`config.mk`:
```
export PLATFORM = sky130hd
export DESIGN_NAME = apb_bridge_param
export DESIGN_NICKNAME = d
export VERILOG_FILES = /design/src/rtl/apb_bridge_param.sv
export SDC_FILE = /design/constraint.sdc
export NUM_CORES = 1
export LEC_CHECK = 0
export BUFFER_PORTS_ARGS = -buffer_cell sky130_fd_sc_hd__clkbuf_2
export CORE_ASPECT_RATIO = 1.75
export CORE_MARGIN = 5
export CORE_UTILIZATION = 45
export DETAILED_ROUTE_END_ITERATION = 8
export PLACE_DENSITY = 0.8
export SLEW_MARGIN = 20
export SYNTH_ARGS = -nofsm -noshare
export SYNTH_HDL_FRONTEND = slang
export SYNTH_SLANG_ARGS = --single-unit
```
`constraint.sdc`:
```
create_clock -name Hclk -period 3.4 [get_ports Hclk]
set_input_delay 0.51 -clock Hclk [delete_from_list [all_inputs] [get_ports Hclk]]
set_output_delay 0.51 -clock Hclk [all_outputs]
set_load 0.02 [all_outputs]
```
`src/rtl/apb_bridge_param.sv`:
```
// rtl/apb_bridge_param.sv - parametrised AHB-to-APB bridge with APB3 wait states, error propagation and access timeout
module apb_bridge_param #(
    parameter int                ADDR_W      = 32,
    parameter int                DATA_W      = 32,
    parameter int                NUM_SLV     = 3,
    parameter logic [ADDR_W-1:0] BASE_ADDR   = 32'h8000_0000,
    parameter int                REGION_BITS = 12,
    parameter int                TIMEOUT     = 0
) (
    input  logic                      Hclk,
    input  logic                      Hreset,
    input  logic [ADDR_W-1:0]         Haddr,
    input  logic [DATA_W-1:0]         Hwdata,
    input  logic [1:0]                Htrans,
    input  logic                      Hwrite,
    input  logic                      Hreadyin,
    output logic [DATA_W-1:0]         Hrdata,
    output logic                      Hreadyout,
    output logic                      Hresp,
    output logic [ADDR_W-1:0]         Paddr,
    output logic [DATA_W-1:0]         Pwdata,
    output logic                      Pwrite,
    output logic                      Penable,
    output logic [NUM_SLV-1:0]        Pselx,
    input  logic [NUM_SLV*DATA_W-1:0] Prdata,
    input  logic [NUM_SLV-1:0]        Pready,
    input  logic [NUM_SLV-1:0]        Pslverr
);

    localparam int IDX_W = 4;

    typedef enum logic [2:0] {
        S_IDLE,
        S_WAIT,
        S_SETUP,
        S_ACCESS,
        S_ERR1,
        S_ERR2
    } state_t;

    state_t             state;
    state_t             state_nxt;
    logic [IDX_W-1:0]   idx_q;
    logic [31:0]        to_cnt;
    logic [ADDR_W-1:0]  offset;
    logic               in_range;
    logic               accept;
    logic               sel_ready;
    logic               sel_err;
    logic               timed_out;
    logic [DATA_W-1:0]  sel_rdata;
    logic               unused_htrans0;

    assign unused_htrans0 = Htrans[0];

    assign accept   = ((state == S_IDLE) || (state == S_ERR2)) && Hreadyin && Htrans[1];
    assign offset   = Haddr - BASE_ADDR;
    assign in_range = (Haddr >= BASE_ADDR) && ((offset >> REGION_BITS) < ADDR_W'(NUM_SLV));

    // Count reaches TIMEOUT-1 on the last allowed ACCESS cycle, so exactly TIMEOUT cycles are spent
    assign timed_out = (TIMEOUT > 0) && (to_cnt == 32'(TIMEOUT - 1));

    always_comb begin
        sel_ready = 1'b0;
        sel_err   = 1'b0;
        sel_rdata = '0;
        for (int i = 0; i < NUM_SLV; i++) begin
            if (idx_q == IDX_W'(i)) begin
                sel_ready = Pready[i];
                sel_err   = Pslverr[i];
                sel_rdata = Prdata[i*DATA_W +: DATA_W];
            end
        end
    end

    always_ff @(posedge Hclk or negedge Hreset) begin
        if (!Hreset) begin
            state <= S_IDLE;
        end else begin
            state <= state_nxt;
        end
    end

    always_comb begin
        state_nxt = state;
        case (state)
            S_IDLE, S_ERR2: begin
                if (accept) begin
                    state_nxt = in_range ? S_WAIT : S_ERR1;
                end else begin
                    state_nxt = S_IDLE;
                end
            end
            S_WAIT:  state_nxt = S_SETUP;
            S_SETUP: state_nxt = S_ACCESS;
            S_ACCESS: begin
                if (sel_ready) begin
                    state_nxt = sel_err ? S_ERR1 : S_IDLE;
                end else if (timed_out) begin
                    state_nxt = S_ERR1;
                end
            end
            S_ERR1:  state_nxt = S_ERR2;
            default: state_nxt = S_IDLE;
        endcase
    end

    always_ff @(posedge Hclk or negedge Hreset) begin
        if (!Hreset) begin
            idx_q  <= '0;
            Paddr  <= '0;
            Pwrite <= 1'b0;
            Pwdata <= '0;
            Hrdata <= '0;
            to_cnt <= '0;
        end else begin
            // Out-of-range requests never reach APB, so the APB address lines stay quiet for them
            if (accept && in_range) begin
                Paddr  <= Haddr;
                Pwrite <= Hwrite;
                idx_q  <= IDX_W'(offset >> REGION_BITS);
            end
            if ((state == S_WAIT) && Pwrite) begin
                Pwdata <= Hwdata;
            end
            if (state == S_WAIT) begin
                to_cnt <= '0;
            end else if ((state == S_ACCESS) && !sel_ready) begin
                to_cnt <= to_cnt + 32'd1;
            end
            if ((state == S_ACCESS) && sel_ready && !sel_err && !Pwrite) begin
                Hrdata <= sel_rdata;
            end
        end
    end

    assign Hreadyout = (state == S_IDLE) || (state == S_ERR2);
    assign Hresp     = (state == S_ERR1) || (state == S_ERR2);
    assign Penable   = (state == S_ACCESS);

    always_comb begin
        Pselx = '0;
        for (int i = 0; i < NUM_SLV; i++) begin
            Pselx[i] = ((state == S_SETUP) || (state == S_ACCESS)) && (idx_q == IDX_W'(i));
        end
    end

endmodule

```
==> impl_metrics.ini <==
[power_and_ir_drop]
p_sw_share_pct = 34.2
pwr_density_cell_mw_per_mm2 = 565
p_comb_share_pct = 29.7
clkPwrFrac_pct = 28.1
intPower_w = 0.00240
fin_total_pwr_w = 0.00365
p_leak_nw = 3.53
seq_power_share_pct = 42.3
ir_worst_vdd_uv = 345
p_sw_w = 0.00125

[global_route]
grt_max_degree = 65
antenna_found_initial = 0
gr-usage-met3_pct = 4.25
overflow = 0
grt_pass1_wl_microns = 22200
grt_use_met1_pct = 24.6
track_usage_pct = 22.4
busiest_layer = met2
use_met2_pct = 40.1
grt_pass1_vias = 4386

[placed_design]
port_buffers = 273
place.gp.congestion = 0.844
dpl.hpwl_microns = 11300

[yosys]
syn-num-nets = 572
synth_area_sq_mm = 0.00471
synth_commonest_cells = dfrtp_1, mux2_2, nor2_1
yosysMostFrequentCell = dfrtp_1
synth_top_area_share_pct = 53.1
avgSynthCellArea_sq_um = 11.8
netlist-cell-type-count = 39
ys.flop_type = dfrtp_1
synth.largest_area_cell = dfrtp_1
yosysWarningCount = 0
synth_seq_cells = 100
synth-edff-count = 0
synth_area_leaders = dfrtp_1, mux2_2, o31ai_2
synthArstFlopShare_pct = 100
ys_seq_area_share_pct = 53.1
synth_cells = 400

[worst_setup_path]
crit_arrival_ns = 2.87
critPathCaptureType = flop
path_buf_inv = 1
critical_path.cell_chain = or2_2, a21o_1, or4_2, buf_4, o31ai_1
worst-path-max-fanout = 64
required_ns = 3.63
cp-start-kind = flop
rr_startpoint = Paddr[15]
cp-startpoint = Paddr[15]
slowest_stage = or4_2
critPathKind = flop to flop
crit_family = simple AND/OR/NAND/NOR gates
slowest_delay_ns = 0.64

[cts]
numClockSinks = 100
path_clk_slew_ns = 0.07
post-cts-setup-buffers = 0
cts_made_buffers = 9
cts_buffer_depth = 2
cts_tree = built
cts_root_buf = clkbuf_16
ctsHoldBuffers = 0
cts_resized = 0
cts_max_level = 3
clock_latency_ns = 0.34

[cells_and_area]
regArea_sq_mm = 0.00250
nets = 831
nFillCells = 822
multi_input_area_sq_mm = 0.00203
drive_gt1_share_pct = 55.6
syn2layout_area_growth_pct = 37.1
n_antenna_cell = 0

[detailed_routing]
num_vias = 4075
wl_per_cell_microns = 17.8
wl_microns = 14100
initialDrtViolationCount = 135
viasPerCell = 5.15
drc = 0
ant_nets = 0
drt_pre_antenna_iters = 4

[timing]
setup_viol = 0
finClkSkew_ns = 0.0129
relSlewSlack_pct = 49.0
rsz0062_at_grt = no
tns_ns = 0
fin_crit_sh_pct = 77.8
final_hold_viol_count = 0
maxClockFrequency_mhz = 378
worst_pin_slew_ns = 0.766
fin_crit_ns = 2.65
drv_slew = 0

[floorplanning]
die-area_sq_mm = 0.0127
rows = 49
dieHeight_microns = 145
start_util_pct = 46.0
ioPinCount = 275
die_w_microns = 87.3
coreArea_sq_mm = 0.0102

[outcome]
status = complete, no violations

[run]
maxCapViolations = 0

[worst_hold_path]
hp-class = input port to asynchronous set/reset pin
[cells in the final DEF, fill, tap and decap left out, types with 4 or more instances in the layout]
| cell | netlist | final |
|---|---|---|
| a21oi_1 | 33 | 33 |
| buf_4 | 1 | 7 |
| clkbuf_16 | 0 | 9 |
| clkbuf_2 | 0 | 272 |
| dfrtp_1 | 100 | 99 |
| mux2_1 | 11 | 11 |
| mux2_2 | 36 | 36 |
| mux2i_1 | 33 | 33 |
| nand2_1 | 34 | 34 |
| nor2_1 | 35 | 35 |
| nor2b_1 | 19 | 18 |
| nor4_1 | 5 | 5 |
| o31ai_1 | 4 | 4 |
| o31ai_2 | 28 | 28 |
[final cells by class]
type                    instances  share of cell area (%)
repair buffers                281                    22.5
clock buffers                  10                    3.55
clock inverters                 6                    1.10
multi-input cells             264                    31.4
well taps                     127                    2.46
inverters                       3                   0.174
flip-flops and latches        100                    38.8
[kinds of logic after synthesis]
family | Yosys count | share of synthesized area (%)
compound gates | 74 | 13.0
mux | 80 | 18.3
buf+inv | 36 | 4.17
xor+xnor | 2 | 0.372
flops | 100 | 53.1
simple gates | 108 | 11.1
[state kept, by name, indices dropped and copies added (netlist names)]
signal  flops
Hrdata     32
Paddr      32
Pwrite      1
Pwdata     32
state       3
[layer usage]
metal	vias to the layer above	share of wire [%]
met4	0	3.6
met5	-	0
met2	171	55
met1	1944	35
li1	1922	-
met3	38	6.4
[final timing paths]
path                       slack, ns          to  cells past startpoint
max                             0.75   Hrdata[4]                      5
min                             0.20   Pwdata[2]                      1
max reg2reg                     0.75   Hrdata[4]                      5
min reg2reg                     0.47   Paddr[31]                      1
max in group asynchronous       2.46  Hrdata[26]                      2
min in group Hclk               0.38   Paddr[11]                      2
[through the flow]
step	instance area [sq um]	setup WS, ns	instances	utilization [%]	hold slack [ns]
floorplan	4710	0.934	400	-	0.214
global placement	6160	0.688	775	60.1	0.457
detailed placement	6160	0.635	775	60.1	0.464
CTS	6460	0.715	791	63.1	0.217
global route	6460	0.643	791	63.1	0.257
finish	6460	0.754	791	63.1	0.197
[power by group through the flow]
stage | Combinational [W] | Clock (W) | Sequential (W)
6_report | 0.00108 | 0.00102 | 0.00154
5_1_grt | 0.00118 | 0.00111 | 0.00157
4_1_cts | 0.00110 | 0.00105 | 0.00154
3_5_place_dp | 0.00110 | 0 | 0.00157
3_3_place_gp | 0.00107 | 0 | 0.00155
2_1_floorplan | 0.000459 | 0 | 0.00175
Power figures use the tool's default switching activity.
